--- config.mk ---
export PLATFORM = sky130hd
export DESIGN_NAME = pc_unit
export DESIGN_NICKNAME = d
export VERILOG_FILES = /design/src/rtl/pc_pkg.sv /design/src/rtl/pc_unit_instret_counter.sv /design/src/rtl/pc_unit.sv
export SDC_FILE = /design/constraint.sdc
export NUM_CORES = 1
export LEC_CHECK = 0
export ABC_CLOCK_PERIOD_IN_PS = 2900
export BUFFER_PORTS_ARGS = -buffer_cell sky130_fd_sc_hd__buf_4
export CAP_MARGIN = 5
export CORE_MARGIN = 2
export CORE_UTILIZATION = 51
export DETAILED_ROUTE_END_ITERATION = 10
export PLACE_DENSITY = 0.8
export SLEW_MARGIN = 30
export SYNTH_ARGS = -nofsm -noshare
export SYNTH_HDL_FRONTEND = slang
export SYNTH_HIERARCHICAL = 1
export SYNTH_SLANG_ARGS = --single-unit
--- constraint.sdc ---
create_clock -name clk -period 2.9 [get_ports clk]
set_input_delay 0.58 -clock clk [delete_from_list [all_inputs] [get_ports clk]]
set_output_delay 0.58 -clock clk [all_outputs]
set_load 0.02 [all_outputs]
--- src/rtl/pc_pkg.sv ---
// pc_pkg: shared types for the program-counter unit.
//   pc_src_e : next-PC select encoding carried on pc_unit.pc_src
//   state_e  : fetch FSM states
package pc_pkg;

    typedef enum logic [1:0] {
        PC_SEQ    = 2'b00,   // pc + IALIGN
        PC_TARGET = 2'b01,   // branch/jump target (trapped if misaligned)
        PC_TRAP   = 2'b10,   // trap vector
        PC_HOLD   = 2'b11    // keep current pc
    } pc_src_e;

    typedef enum logic {
        S_IDLE  = 1'b0,
        S_FETCH = 1'b1
    } state_e;

endpackage

--- src/rtl/pc_unit_instret_counter.sv ---
// instret_counter: retired-instruction counter.
//   clk   : rising-edge clock
//   reset : synchronous active-high clear
//   inc   : add one this cycle
//   count : current count, wraps modulo 2^CNT_W
module instret_counter #(
    parameter int unsigned CNT_W = 64
) (
    input  logic             clk,
    input  logic             reset,
    input  logic             inc,
    output logic [CNT_W-1:0] count
);

    always_ff @(posedge clk) begin
        if (reset) begin
            count <= '0;
        end else if (inc) begin
            count <= count + CNT_W'(1);
        end
    end

endmodule

--- src/rtl/pc_unit.sv ---
// pc_unit: program counter with a two-state fetch FSM and retire counter.
//   clk, reset   : clock, synchronous active-high reset
//   pc_write     : update pc this cycle (honoured only in IDLE)
//   pc_src       : 00 seq, 01 target, 10 trap vector, 11 hold
//   target       : branch/jump target
//   fetch_start  : begin a fetch at the (possibly just updated) pc
//   mem_ready    : memory returned the fetched word
//   retire       : one instruction retires this cycle
//   mem_req      : high for the whole FETCH state
//   mem_addr     : fetch address, always equal to pc
//   fetch_done   : one-cycle pulse after the completing FETCH cycle
//   pc, old_pc   : current pc, pc of the most recently fetched instruction
//   misaligned   : one-cycle pulse when a misaligned target was trapped
//   instret      : retired-instruction count
module pc_unit
    import pc_pkg::*;
#(
    parameter int unsigned      XLEN         = 32,
    parameter logic [XLEN-1:0]  RESET_VECTOR = 32'h0000_0000,
    parameter logic [XLEN-1:0]  TRAP_VECTOR  = 32'h0000_0100,
    parameter int unsigned      IALIGN       = 4,
    parameter int unsigned      CNT_W        = 64
) (
    input  logic             clk,
    input  logic             reset,
    input  logic             pc_write,
    input  logic [1:0]       pc_src,
    input  logic [XLEN-1:0]  target,
    input  logic             fetch_start,
    input  logic             mem_ready,
    input  logic             retire,
    output logic             mem_req,
    output logic [XLEN-1:0]  mem_addr,
    output logic             fetch_done,
    output logic [XLEN-1:0]  pc,
    output logic [XLEN-1:0]  old_pc,
    output logic             misaligned,
    output logic [CNT_W-1:0] instret
);

    // IALIGN is a power of two, so "target mod IALIGN" is a low-bit mask.
    localparam logic [XLEN-1:0] ALIGN_MASK = XLEN'(IALIGN - 1);

    state_e          state;
    logic [XLEN-1:0] next_pc;
    logic            target_bad;

    assign mem_addr = pc;

    // Candidate pc for a write in IDLE; arithmetic wraps naturally at XLEN bits.
    always_comb begin
        next_pc    = pc;
        target_bad = 1'b0;
        case (pc_src_e'(pc_src))
            PC_SEQ:    next_pc = pc + XLEN'(IALIGN);
            PC_TARGET: begin
                target_bad = (target & ALIGN_MASK) != '0;
                next_pc    = target_bad ? TRAP_VECTOR : target;
            end
            PC_TRAP:   next_pc = TRAP_VECTOR;
            PC_HOLD:   next_pc = pc;
            default:   next_pc = pc;
        endcase
    end

    always_ff @(posedge clk) begin
        if (reset) begin
            state      <= S_IDLE;
            pc         <= RESET_VECTOR;
            old_pc     <= RESET_VECTOR;
            mem_req    <= 1'b0;
            fetch_done <= 1'b0;
            misaligned <= 1'b0;
        end else begin
            fetch_done <= 1'b0;
            misaligned <= 1'b0;
            case (state)
                S_IDLE: begin
                    // pc update and fetch entry share the edge, so the
                    // fetch presents the freshly written pc on mem_addr.
                    if (pc_write) begin
                        pc         <= next_pc;
                        misaligned <= target_bad;
                    end
                    if (fetch_start) begin
                        state   <= S_FETCH;
                        mem_req <= 1'b1;
                    end
                end
                S_FETCH: begin
                    // pc_write and fetch_start are ignored here: pc is frozen.
                    if (mem_ready) begin
                        state      <= S_IDLE;
                        mem_req    <= 1'b0;
                        fetch_done <= 1'b1;
                        old_pc     <= pc;
                    end
                end
                default: begin
                    state   <= S_IDLE;
                    mem_req <= 1'b0;
                end
            endcase
        end
    end

    instret_counter #(
        .CNT_W (CNT_W)
    ) u_instret (
        .clk   (clk),
        .reset (reset),
        .inc   (retire),
        .count (instret)
    );

endmodule

Yosys cells after proc, flatten, opt, wreduce, memory -nomap -nowiden
Index checks and enable logic that the tools add are counted.
{"block": "word_totals", "ff_bits": 132, "latchBits": 0, "ramBits": 0, "rom_bits": 0, "mem_count": 0}
{"block": "op_classes", "addsub": 2, "mul": 0, "n_div": 0, "order_cmp": 0, "eq_ne": 5, "n_shift": 0, "muxes": 9, "bitwise": 4, "n_reduce_logical": 7}
{"op": "32-bit one-hot mux with 3 select lines", "n": 1}
{"op": "64-bit by 1-bit adder with 64-bit output (second input constant)", "n": 1}
{"op": "32-bit by 3-bit adder with 32-bit output (second input constant)", "n": 1}
{"op": "32-bit two-way mux", "n": 1}
{"op": "32-bit nonzero test", "n": 1}
{"op": "1-bit two-way mux", "n": 5}
{"op": "2-bit == test (second input constant)", "n": 2}
{"op": "2-bit != test (second input constant)", "n": 2}
{"op": "1-bit inverter", "n": 4}
{"op": "1-bit one-hot mux with 2 select lines", "n": 2}
{"op": "2-bit AND reduction", "n": 2}
{"op": "4-bit OR reduction", "n": 1}
{"op": "3-bit AND reduction", "n": 1}
{"op": "2-bit by 1-bit == test with 1-bit output (second input constant)", "n": 1}
{"op": "2-bit logical NOT", "n": 1}
{"op": "2-bit OR reduction", "n": 1}

Depth between registers and ports, before layout
{"block": "depth", "ltp_word": 3, "ltp_mapped": 9, "depth_no_buf": 7}

Cells and area by module
The synthesis kept the hierarchy.
{"mod": "pc_unit", "instances": 1, "cells_per_inst": 395, "area_each_um2": 3380.7}
{"mod": "instret_counter", "instances": 1, "cells_per_inst": 347, "area_each_um2": 3027.9}

Worst setup path before layout
OpenSTA, ideal clock, no wires.
{"block": "synth_timing", "kind": "input to register", "from": "input pc_src[0]", "to": "register pc[11], in the netlist mem_addr[11]", "setup_ps": 91, "arrival_time_ps": 2177, "setup_slack_ps": 632, "cell_stages": 9, "path_cell_list": "inv_1 > ha_1 > clkbuf_1 > nor4b_1 > clkbuf_1 > nand2_1 > o21ai_0 > a21oi_1 > a311oi_1"}
{"block": "synth_between", "elab_chain_cells": 3, "word_cells_on_any_way": 7, "classes_between": "eq/ne: 3; mux: 1; bitwise: 1; reduce/logical: 2"}
{"item": "from (decl)", "line_no": "pc_unit.sv:27", "rtl": "input logic [1:0] pc_src,"}
{"item": "2-bit == test", "line_no": "pc_unit.sv:54", "rtl": "case (pc_src_e'(pc_src))"}
{"item": "1-bit inverter (no line)"}
{"item": "3-bit AND reduction (no line)"}
{"item": "to (signal assigned)", "line_no": "pc_unit.sv:82", "rtl": "pc <= next_pc;"}
{"item": "to (decl)", "line_no": "pc_unit.sv:35", "rtl": "output logic [XLEN-1:0] pc,"}
Parallel ways exist; a longest one is shown, timed or not.
A chain may end at the register's enable or synchronous reset.

Final worst setup path
{"block": "layout_timing", "from": "register u_instret.count[22]", "to": "register u_instret.count[53]"}
{"block": "layout_between", "elab_chain_cells": 1}
{"item": "from (decl)", "line_no": "pc_unit_instret_counter.sv:12", "rtl": "output logic [CNT_W-1:0] count"}
{"item": "from (signal assigned)", "line_no": "pc_unit_instret_counter.sv:19", "rtl": "count <= count + CNT_W'(1);"}
{"item": "64-bit by 1-bit adder with 64-bit output", "line_no": "pc_unit_instret_counter.sv:19"}
Every way passes these cells.

==> results.toml <==
[run_status]
status = "finished, final reports clean"

[final_layout]
fin_cells = 1087
layout.nets = 951
diodes = 0
stdcell_area_um2 = 8450
nFillCells = 964
drive_gt1_share_pct = 30.0
utilization_pct = 69.5
syn2layout_area_growth_pct = 31.8

[place]
gp_congestion = 0.971
dp_hpwl_um = 13600
dp.cells = 1055
place_area_um2 = 7880
dpl_worst_slack_ps = 412
io_buffer_count = 202

[grt]
grt_max_degree = 57
grt_pass1_vias = 6119
antenna_found_initial = 0
grt_usage_pct = 28.4
grt_pass1_wl_um = 30400
grt_overflow = 0

[floorplan]
rows = 40
coreArea_um2 = 12200
initial_core_util_pct = 52.7
die_w_um = 116
dieArea_um2 = 13500
io_pins = 203
die_h_um = 116

[power]
swShare_pct = 23.4
p_sw_mw = 0.978
power_density_nw_per_um2 = 494
pwr-share-seq_pct = 44.4
power_frac_clock_pct = 49.1
p_comb_share_pct = 6.5
p_leak_nw = 3.42
power.total_mw = 4.17
ir_drop_mv = 0.347
internal_power_mw = 3.19

[routing]
met1_length_um = 7920
wl_met2_um = 9340
wirelength_um = 19200
routed.top_layer = "met4"
drt_first_pass_iters = 5
drc_errors = 0
wl_per_cell_um = 17.7
viasPerCell = 5.96
vias = 6482
ant_nets = 0
drt_iter0_markers = 619
dr_wl_met3_um = 1580

[sta]
worst_hold_slack_ps = 358
slew_viol_final = 0
finalHoldViolCount = 0
tns_ps = 0
period_minus_slack_ps = 2470
rsz0062_at_grt = "false"
relSlewSlack_pct = 37.2
worstMarginPinSlew_ps = 941
clock-skew-final_ps = 6.51
fmax_mhz = 405
setup_ws_ps = 431
final-setup-viol-count = 0
period_share_pct = 85.1

[logic_synthesis]
synth_cells = 742
yosysUniqueCellTypes = 63
ys_ff_latch = 132
synth_top_area_share_pct = 41.2
synth_top_area_cell = "dfxtp_1"
syn_area_per_cell_um2 = 8.64
synth_edf_count = 0
yosys_warnings = 6
yosys-top-cells-area = "dfxtp_1 (41%), a22o_1 (4.4%), buf_4 (3.9%)"
syn_area_um2 = 6410
yosysSeqAreaShare_pct = 41.2
synthArstFlopShare_pct = 0
synth_fp_nets = 787
synth_flop_cell = "dfxtp_1"

[worst_setup_path]
crit_type = "reg2reg"
critPathBufInv = 0
crit_required_ps = 3250
worstPathCellList = "nand4_2 > nor4_4 > nand4_1 > or4_1 > a21oi_1"
cpMaxStageDelayCell = "or4_1"
crit_family = "simple AND/OR/NAND/NOR gates"
cp_max_fo = 13
endpoint_kind = "register"
crit_arrival_ps = 2820
max_stage_delay_ps = 590
start_kind = "register"

[cts]
insertion_delay_ps = 420
numCtsBuffers = 17
path_clk_slew_ps = 60
cts_resized = 0
cts_hold_buf = 0
cts_sinks = 132
cts_tree = "done"
cts_buffer_depth = 2
cts_root_buffer = "clkbuf_16"
cts_setup_buffers = 0
cts_htree_levels = 4

[run]
maxCapViolCount = 0

[min_path]
worstHoldPathType = "in2reg"
-- cell usage in the layout (no fill, tap or decap), types with 5 or more instances in the layout --
cell type	count
or4_1	11
nor3_1	8
o21ai_0	39
clkinv_2	5
nor2_1	65
nor2b_1	5
clkbuf_16	17
inv_1	19
nand2_1	58
and3_1	10
nand4_2	5
nand3_1	36
buf_4	216
o31ai_1	8
xnor2_1	12
dfxtp_1	132
a31oi_1	14
a22o_1	32
nand4_1	35
a21oi_1	42
xor2_1	25
nor4_1	11
or3_1	22
ha_1	5
a22oi_1	7
nor4_4	5
-- power groups by stage --
stage | Combinational, mW | Sequential, mW | Clock, mW
after floorplan | 0.138 | 1.90 | 0
after global placement | 0.262 | 1.89 | 0
after detailed placement | 0.267 | 1.89 | 0
after CTS | 0.268 | 1.85 | 2.06
after global routing | 0.293 | 1.85 | 2.15
final | 0.270 | 1.85 | 2.05
-- registers in the layout, summed over array words and instances, names as in the netlist --
name / cells
u_instret/count: 64
mem_addr: 32
old_pc: 32
fetch_done: 1
mem_req: 1
misaligned: 1
state: 1
-- Yosys cell counts (12+ instances only) --
library cell  count
xor2_1           25
o21ai_0          39
nand2_1          58
inv_1            19
nor2_1           66
clkbuf_1         27
a22o_1           32
dfxtp_1         132
buf_4            33
nand3_1          36
a21oi_1          43
a31oi_1          14
or3_1            22
xnor2_1          12
nand4_1          35
-- layer usage --
layer | track usage, % | vias to the layer above
met5 | 0 | -
met4 | 10.8 | 0
met3 | 6.07 | 44
met2 | 47.4 | 354
met1 | 36.2 | 3053
li1 | - | 3031
-- cell type report --
type,count,area [µm²],share of cell area (%)
repair buffers,217,1640,19.4
inverters,20,75.1,0.889
clock buffers,23,488,5.78
flip-flops and latches,132,2640,31.3
clock inverters,9,77.6,0.918
well taps,168,210,2.49
multi-input cells,518,3310,39.2
-- kinds of logic after synthesis --
family | share of synthesized area (%)
simple gates | 26.4
compound gates | 18.2
flops | 41.2
buf+inv | 7.46
xor+xnor | 5.06
fa+ha+maj | 0.976
mux | 0.664
-- worst paths after layout --
kind,from,end,slack [ps],cells after the start
setup / recovery,u_instret/count[22],u_instret/count[53],430,5
hold / removal,fetch_start,state,360,2
setup reg to reg,u_instret/count[22],u_instret/count[53],430,5
hold reg to reg,mem_req,mem_req,470,1
Note: power is estimated with default switching activity, not from simulation.
